File: config.mk
export PLATFORM = sky130hd
export DESIGN_NAME = connect4_move_controller
export DESIGN_NICKNAME = d
export VERILOG_FILES = /design/src/rtl/connect4_pkg.sv /design/src/rtl/button_sync_edge.sv /design/src/rtl/connect4_move_controller.sv
export SDC_FILE = /design/constraint.sdc
export NUM_CORES = 1
export LEC_CHECK = 0
export BUFFER_PORTS_ARGS = -buffer_cell sky130_fd_sc_hd__buf_2
export CAP_MARGIN = 20
export CORE_ASPECT_RATIO = 0.8
export CORE_MARGIN = 4
export CORE_UTILIZATION = 55
export DETAILED_ROUTE_END_ITERATION = 12
export PLACE_DENSITY = 0.84
export SLEW_MARGIN = 15
export SYNTH_ARGS = -nofsm -noshare
export SYNTH_HDL_FRONTEND = slang
export SYNTH_SLANG_ARGS = --single-unit
File: constraint.sdc
create_clock -name clk -period 3.95 [get_ports clk]
set_input_delay 0.395 -clock clk [delete_from_list [all_inputs] [get_ports clk]]
set_output_delay 0.395 -clock clk [all_outputs]
set_load 0.01 [all_outputs]
File: src/rtl/connect4_pkg.sv
// Shared types and constants for the Connect4 move sequencing logic.
package connect4_pkg;

   localparam int DEF_ROWS = 6;
   localparam int DEF_COLS = 4;

   localparam logic [3:0] COL0_N = 4'b1110;
   localparam logic [3:0] COL1_N = 4'b1101;
   localparam logic [3:0] COL2_N = 4'b1011;
   localparam logic [3:0] COL3_N = 4'b0111;

   localparam logic PLAYER1 = 1'b0;
   localparam logic PLAYER2 = 1'b1;

   typedef enum logic [2:0] {
      IDLE,
      VALIDATE,
      UPDATE,
      WAIT_RELEASE,
      DONE
   } state_t;

   function automatic logic col_code_valid(input logic [3:0] code);
      return (code == COL0_N) || (code == COL1_N) || (code == COL2_N) || (code == COL3_N);
   endfunction

   function automatic logic [1:0] col_code_index(input logic [3:0] code);
      logic [1:0] idx;
      case (code)
         COL1_N:  idx = 2'd1;
         COL2_N:  idx = 2'd2;
         COL3_N:  idx = 2'd3;
         default: idx = 2'd0;
      endcase
      return idx;
   endfunction

endpackage

File: src/rtl/button_sync_edge.sv
// Two-flop synchronizer for a raw push button followed by a one-cycle rising-edge pulse.
module button_sync_edge (
   input  logic clk,
   input  logic reset,
   input  logic btn,
   output logic level,
   output logic pulse
);

   logic sync_p0;
   logic sync_p1;
   logic prev_p2;

   always_ff @(posedge clk or negedge reset) begin
      if (!reset) begin
         sync_p0 <= 1'b0;
         sync_p1 <= 1'b0;
         prev_p2 <= 1'b0;
      end else begin
         sync_p0 <= btn;
         // stage boundary: metastability settles between p0 and p1
         sync_p1 <= sync_p0;
         prev_p2 <= sync_p1;
      end
   end

   assign level = sync_p1;
   assign pulse = sync_p1 & ~prev_p2;

endmodule

File: src/rtl/connect4_move_controller.sv
// Validates each drop request against the column fill level, issues add/board write, alternates turns.
module connect4_move_controller
   import connect4_pkg::*;
#(
   parameter int ROWS   = DEF_ROWS,
   parameter int COLS   = DEF_COLS,
   parameter int MOVE_W = 5
) (
   input  logic              clk,
   input  logic              reset,
   input  logic              drop_btn,
   input  logic [3:0]        column,
   input  logic              new_game,
   input  logic [3*COLS-1:0] count,
   output logic              add,
   output logic              counter_clear,
   output logic              wr_en,
   output logic [1:0]        wr_col,
   output logic [2:0]        wr_row,
   output logic              wr_player,
   output logic              player,
   output logic              illegal,
   output logic              game_over,
   output logic [MOVE_W-1:0] move_count
);

   localparam logic [MOVE_W-1:0] FULL = MOVE_W'(ROWS * COLS);

   state_t            state_q, state_d;
   logic [1:0]        col_q, col_d;
   logic              drop_level, drop_edge;
   logic [2:0]        sel_fill;
   logic [MOVE_W-1:0] move_inc;

   logic              add_d, wr_en_d, illegal_d, clear_d;
   logic [1:0]        wr_col_d;
   logic [2:0]        wr_row_d;
   logic              wr_player_d, player_d, game_over_d;
   logic [MOVE_W-1:0] move_count_d;

   button_sync_edge u_drop_sync (
      .clk   (clk),
      .reset (reset),
      .btn   (drop_btn),
      .level (drop_level),
      .pulse (drop_edge)
   );

   assign sel_fill = count[3*int'(col_q) +: 3];
   assign move_inc = (move_count == FULL) ? move_count : move_count + 1'b1;

   always_comb begin
      state_d      = state_q;
      col_d        = col_q;
      add_d        = 1'b0;
      wr_en_d      = 1'b0;
      illegal_d    = 1'b0;
      clear_d      = 1'b0;
      wr_col_d     = wr_col;
      wr_row_d     = wr_row;
      wr_player_d  = wr_player;
      player_d     = player;
      move_count_d = move_count;
      game_over_d  = game_over;

      // new_game outranks everything, including a drop edge in the same cycle
      if (new_game) begin
         state_d      = IDLE;
         player_d     = PLAYER1;
         move_count_d = '0;
         game_over_d  = 1'b0;
         clear_d      = 1'b1;
      end else begin
         case (state_q)
            IDLE: begin
               if (drop_edge) begin
                  if (col_code_valid(column)) begin
                     col_d   = col_code_index(column);
                     state_d = VALIDATE;
                  end else begin
                     illegal_d = 1'b1;
                     state_d   = WAIT_RELEASE;
                  end
               end
            end
            VALIDATE: begin
               if (sel_fill >= 3'(ROWS)) begin
                  illegal_d = 1'b1;
                  state_d   = WAIT_RELEASE;
               end else begin
                  add_d       = 1'b1;
                  wr_en_d     = 1'b1;
                  wr_col_d    = col_q;
                  wr_row_d    = sel_fill;
                  wr_player_d = player;
                  state_d     = UPDATE;
               end
            end
            UPDATE: begin
               player_d     = ~player;
               move_count_d = move_inc;
               if (move_inc == FULL) begin
                  game_over_d = 1'b1;
                  state_d     = DONE;
               end else begin
                  state_d = WAIT_RELEASE;
               end
            end
            WAIT_RELEASE: begin
               if (!drop_level) state_d = IDLE;
            end
            DONE: state_d = DONE;
            default: state_d = IDLE;
         endcase
      end
   end

   always_ff @(posedge clk or negedge reset) begin
      if (!reset) begin
         state_q       <= IDLE;
         col_q         <= '0;
         add           <= 1'b0;
         wr_en         <= 1'b0;
         illegal       <= 1'b0;
         counter_clear <= 1'b1;
         wr_col        <= '0;
         wr_row        <= '0;
         wr_player     <= 1'b0;
         player        <= PLAYER1;
         move_count    <= '0;
         game_over     <= 1'b0;
      end else begin
         state_q       <= state_d;
         col_q         <= col_d;
         add           <= add_d;
         wr_en         <= wr_en_d;
         illegal       <= illegal_d;
         counter_clear <= clear_d;
         wr_col        <= wr_col_d;
         wr_row        <= wr_row_d;
         wr_player     <= wr_player_d;
         player        <= player_d;
         move_count    <= move_count_d;
         game_over     <= game_over_d;
      end
   end

endmodule

**Word-level counts from Yosys, hierarchy flattened**

Index checks and enable logic that the tools add are counted.

- Logic and storage cells: 70
- Memories: 0
- Input bits: 20
- ROM bits: 0
- Bits in registers: 24
- Latch bits: 0
- Output and inout bits: 17
- Bits in writable memories: 0

- Add/subtract/negate cells: 1
- Muxes and demuxes: 25
- Shift-type cells: 1
- Reduce and logical (&&, ||, !) cells: 10
- Magnitude comparators: 1
- Multiply operators: 1
- Equality and inequality tests: 12
- Divide/modulo/power cells: 0
- Bitwise operators: 5

Operator list:

| cell | number |
|---|---|
| 2-to-1 mux 5 bit | 3 |
| one-hot mux 3 bit (5 select lines) | 1 |
| 2-to-1 mux 1 bit | 14 |
| equality test 4 bit (second input constant) | 3 |
| 2-to-1 mux 3 bit | 4 |
| indexed part select 12 x 5 -> 3 bit | 1 |
| equality test 5 bit (second input constant) | 2 |
| equality test 3 x 2 -> 1 bit (second input constant) | 2 |
| inequality test 3 bit (second input constant) | 2 |
| one-hot mux 2 bit (3 select lines) | 1 |
| adder 5 x 1 -> 5 bit (second input constant) | 1 |
| equality test 4 x 3 -> 1 bit (second input constant) | 1 |
| multiplier 2 x 2 -> 4 bit (first input constant) | 1 |
| inverter 1 bit | 4 |
| AND reduction 2 bit | 2 |
| AND reduction 4 bit | 1 |
| nonzero test 2 bit | 2 |
| equality test 3 x 1 -> 1 bit (second input constant) | 1 |
| equality test 3 bit (second input constant) | 1 |
| greater-or-equal comparator 3 bit (second input constant) | 1 |
| logical NOT 3 bit | 1 |
| logical OR 1 bit | 3 |
| AND reduction 3 bit | 1 |
| 2-to-1 mux 2 bit | 1 |
| other kinds (2) | 2 |

**Depth between registers and ports, before layout**

- Depth in word-level cells: 8
- Depth in mapped cells: 7
- Depth with buffers taken out: 7

**Modules after synthesis**

From an unflattened synthesis, not the netlist that was laid out.

- Cells, all modules: 122
- Area, all modules: 1298.7 sq um

By module, submodules not included:

| module | cells each | sequential area each (sq um) | instances | area each (sq um) |
|---|---|---|---|---|
| connect4_move_controller | 118 | 526.8 | 1 | 1209.9 |
| button_sync_edge | 4 | 75.1 | 1 | 88.8 |

**Worst setup path before layout**

No wires, ideal clock.

- Path kind: register to register
- Start point: reg move_count[0]
- End point: reg game_over
- Stages on the path, launching flop included: 8
- Data required time: 3.816 ns
- Data arrival time: 1.641 ns
- Setup time: 0.134 ns
- Path buffers: 0
- Path slack: 2.175 ns
- Clock period less this slack: 1.775 ns
- Cell sequence: dfrtp_1 -> inv_1 -> ha_1 -> nand3_1 -> o2111a_1 -> nor4_1 -> o21bai_1 -> o22ai_1

- Word-level cells in the longest chain between the ends: 5
- Elaborated cells between the ends (all ways): 6
- Those cells by class: add/sub: 1; eq/ne: 2; mux: 1; reduce/logical: 2

RTL lines:

| item | line | RTL |
|---|---|---|
| start: declaration | connect4_move_controller.sv:24 | `output logic [MOVE_W-1:0] move_count` |
| start signal: assignment | connect4_move_controller.sv:143 | `move_count <= move_count_d;` |
| adder 5 x 1 -> 5 bit / equality test 5 bit (equally long branches) | connect4_move_controller.sv:50 | `assign move_inc = (move_count == FULL) ? move_count : move_count + 1'b1;` |
| 2-to-1 mux 5 bit * | connect4_move_controller.sv:50 |  |
| equality test 5 bit * | connect4_move_controller.sv:102 | `if (move_inc == FULL) begin` |
| nonzero test 2 bit (no line) * | n/a |  |
| AND reduction 2 bit (no line) * | n/a |  |
| end signal: assignment | connect4_move_controller.sv:144 | `game_over <= game_over_d;` |
| end: declaration | connect4_move_controller.sv:23 | `output logic game_over,` |

Mark *: on every way between the ends. The rest lies on a longest branch, timed or not.
A chain may end at the register's enable or synchronous reset.

**Worst setup path after layout**

Ends and elaborated chain as after synthesis.

==> flow_summary_export.csv <==
group,metric,value,unit
timing,finalHoldViolCount,0,
cts,clock_sinks,24,
floorplanning,std_cell_rows,15,
detailed_routing,route.detailed.drc,0,
grt,grt_max_degree,25,
synthesis,synth_cells,121,
synthesis,yosys_warnings,0,
detailed_routing,drt-vias-per-instance,5.74,
power,swShare,33.0,%
synthesis,yosys.area.top_type,"dfrtp_1",
layout,stdcell_area,1530,um2
grt,grt_pass1_vias,972,
cts,cts_root_buf,"clkbuf_4",
synthesis,synth.ff_latch_count,24,
timing,finalCritPeriodShare,49.3,%
placement,gp_congestion,0.767,
run_status,status,"finished clean",
critical_path,crit_arrival,2.15,ns
power,switchingPower,0.249,mW
power,leakage,0.740,nW
synthesis,synth_top_area_share,44.0,%
grt,gr-total-overflow,0,
floorplanning,dieArea,3230,um2
detailed_routing,routed_wl,2580,um
grt,grt.total_usage,17.4,%
timing,rsz0062_at_grt,"no",
job,maxCapViolCount,0,
synthesis,synth_area_leaders,"dfrtp_1 (44%), mux2_4 (4.6%), nor2_1 (3.7%)",
power,combPwrFrac,31.8,%
timing,tightest_slew,0.522,ns
power,p_int,0.507,mW
worst_hold_path,min_path_type,"input port to async pin",
synthesis,ys_seq_area_share,46.0,%
critical_path,required,4.15,ns
floorplanning,core_area,2210,um2
timing,drv_slew,0,
cts,clkSlewWorstSetupHoldPaths,0.13,ns
cts,cts_resized,0,
cts,postCtsSetupBuffers,0,
synthesis,synth_most_common_cell,"dfrtp_1",
power,clkPwrFrac,23.2,%
detailed_routing,wl_per_cell,14.4,um
cts,cts_hold_buf,0,
layout,final_util,68.9,%
synthesis,netlist_area,1310,um2
synthesis,ys.flop_type,"dfrtp_1",
cts,h-tree-depth,1,
synthesis,synth_common_cells,"dfrtp_1 (23), nor2_1 (13), a21oi_1 (9)",
synthesis,synth_nets,143,
cts,cts_buffers,3,
placement,dp_cells,175,
detailed_routing,first_pass_iters,4,
grt,grt_first_pass_wirelength,4440,um
synthesis,synth_async_sr_flop_share,100,%
floorplanning,fp.dieW,62.5,um
synthesis,yosysUniqueCellTypes,43,
power,pwr-share-seq,45.0,%
cts,insertion_delay,0.32,ns
critical_path,path_max_fanout,6,
timing,fin_tns_setup,0,ns
timing,fmax,514,MHz
synthesis,synth-edff-count,0,
cts,cts_tree,"done",
critical_path,criticalPathCategory,"register to register",
detailed_routing,first_iter_violations,26,
timing,post-route-min-period,1.95,ns
layout,antenna_cells,0,
layout,nFillCells,163,
critical_path,cp-end-kind,"register",
placement,place_area,1470,um2
cts,clk_path_buf_depth,2,
detailed_routing,ant_nets,0,
floorplanning,ios,37,
layout,final_nets,177,
placement,dp_hpwl,1960,um
detailed_routing,vias,1028,
layout,synthToLayoutAreaGrowth,16.6,%
timing,clock_skew,0.0100,ns
critical_path,start_kind,"register",
power,p_per_area,496,nW/um2
grt,grt_antenna_before_repair,0,
timing,slew_headroom,65.2,%
synthesis,syn_area_per_cell,10.8,um2
layout,ff_latch_area,602,um2
timing,setup_viol,0,
layout,fin_cells,179,
floorplanning,initial_utilization,59.1,%
placement,place_ws,2.03,ns
timing,fin_ws,2.00,ns
placement,port_buffers,36,
floorplanning,die_y,51.6,um
layout,layout-drive-gt1-share,34.4,%
layout,multiInputGateArea,642,um2
power,vdd_ir_drop_max,0.288,mV
[logic make-up after synthesis]
kind of cell	after synthesis	share of synthesized area, %
AND/OR/NAND/NOR	49	22.9
flip-flops	24	46.0
AO/OA/AOI/OAI	20	9.37
buffers and inverters	12	4.97
multiplexers	8	10.8
XOR/XNOR	6	4.02
adder cells (fa/ha/maj)	2	1.91
[through the flow]
| stage | power [mW] | hold WS, ns |
|---|---|---|
| 2_1_floorplan | 0.513 | 0.0994 |
| 3_3_place_gp | 0.575 | 0.335 |
| 3_5_place_dp | 0.584 | 0.339 |
| 4_1_cts | 0.760 | 0.0383 |
| 5_1_grt | 0.807 | 0.0448 |
| 6_report | 0.757 | 0.0244 |
[cells in the final DEF (no fill, tap or decap), drive strengths merged, types with 2 or more instances in the layout]
| master | count |
|---|---|
| nor4 | 2 |
| clkbuf | 3 |
| mux4 | 3 |
| nor3 | 5 |
| buf | 36 |
| o21ai | 3 |
| a21oi | 9 |
| xor2 | 4 |
| nand2b | 2 |
| nor2 | 14 |
| nand3 | 4 |
| dfrtp | 23 |
| mux2 | 4 |
| inv | 5 |
| nand4 | 5 |
| nand2 | 6 |
| ha | 2 |
| nand4b | 2 |
| xnor2 | 2 |
[metal layers]
metal  track usage (%)  share of wire, %  routed length [um]
met3              5.62               6.7                 173
met1              23.0                45                1170
met2              28.1                47                1220
met5                 0                 0                   0
met4              3.66              0.70                  18
[worst max-delay path, cell delays in order, from the launching register on]
cell	delay (ns)
dfrtp_1	0.46
inv_1	0.14
ha_1	0.18
nand3_1	0.17
o2111a_1	0.29
nor4_1	0.34
o21bai_1	0.18
o22ai_1	0.09
[registers in the layout, summed over array words and instances, names as in the netlist]
register	flops
col_q	2
counter_clear	1
game_over	1
illegal	1
move_count	5
player	1
state_q	3
u_drop_sync.level	1
u_drop_sync.prev_p2	1
u_drop_sync.sync_p0	1
wr_col	2
wr_en	1
wr_player	1
wr_row	3
[path summary, 6_finish.rpt]
kind | startpoint | slack, ns | cells past startpoint | end
min | reset | 0.02 | 1 | move_count[4]$_DFFE_PN0P_
min reg2reg | u_drop_sync.sync_p0$_DFF_PN0_ | 0.37 | 0 | u_drop_sync.level$_DFF_PN0_
max | move_count[0]$_DFFE_PN0P_ | 2.00 | 7 | game_over$_DFFE_PN0P_
max in group asynchronous | reset | 3.57 | 1 | counter_clear$_DFF_PN1_
min in group clk | drop_btn | 0.18 | 1 | u_drop_sync.sync_p0$_DFF_PN0_
max reg2reg | move_count[0]$_DFFE_PN0P_ | 2.00 | 7 | game_over$_DFFE_PN0P_
[layout make-up]
| class | count | share of cell area [%] |
|---|---|---|
| Timing Repair Buffer | 36 | 11.8 |
| Sequential cell | 24 | 39.4 |
| Clock buffer | 3 | 1.48 |
| Clock inverter | 1 | 1.97 |
| Inverter | 5 | 1.23 |
| Tap cell | 25 | 2.05 |
| Multi-Input combinational cell | 85 | 42.0 |
[power groups by stage]
stage | sequential (mW) | clock, mW | combinational, mW
floorplan | 0.349 | 0 | 0.163
CTS | 0.340 | 0.180 | 0.241
detailed placement | 0.345 | 0 | 0.239
global placement | 0.341 | 0 | 0.234
global route | 0.349 | 0.192 | 0.267
finish | 0.340 | 0.176 | 0.241
Power figures use the tool's default switching activity.
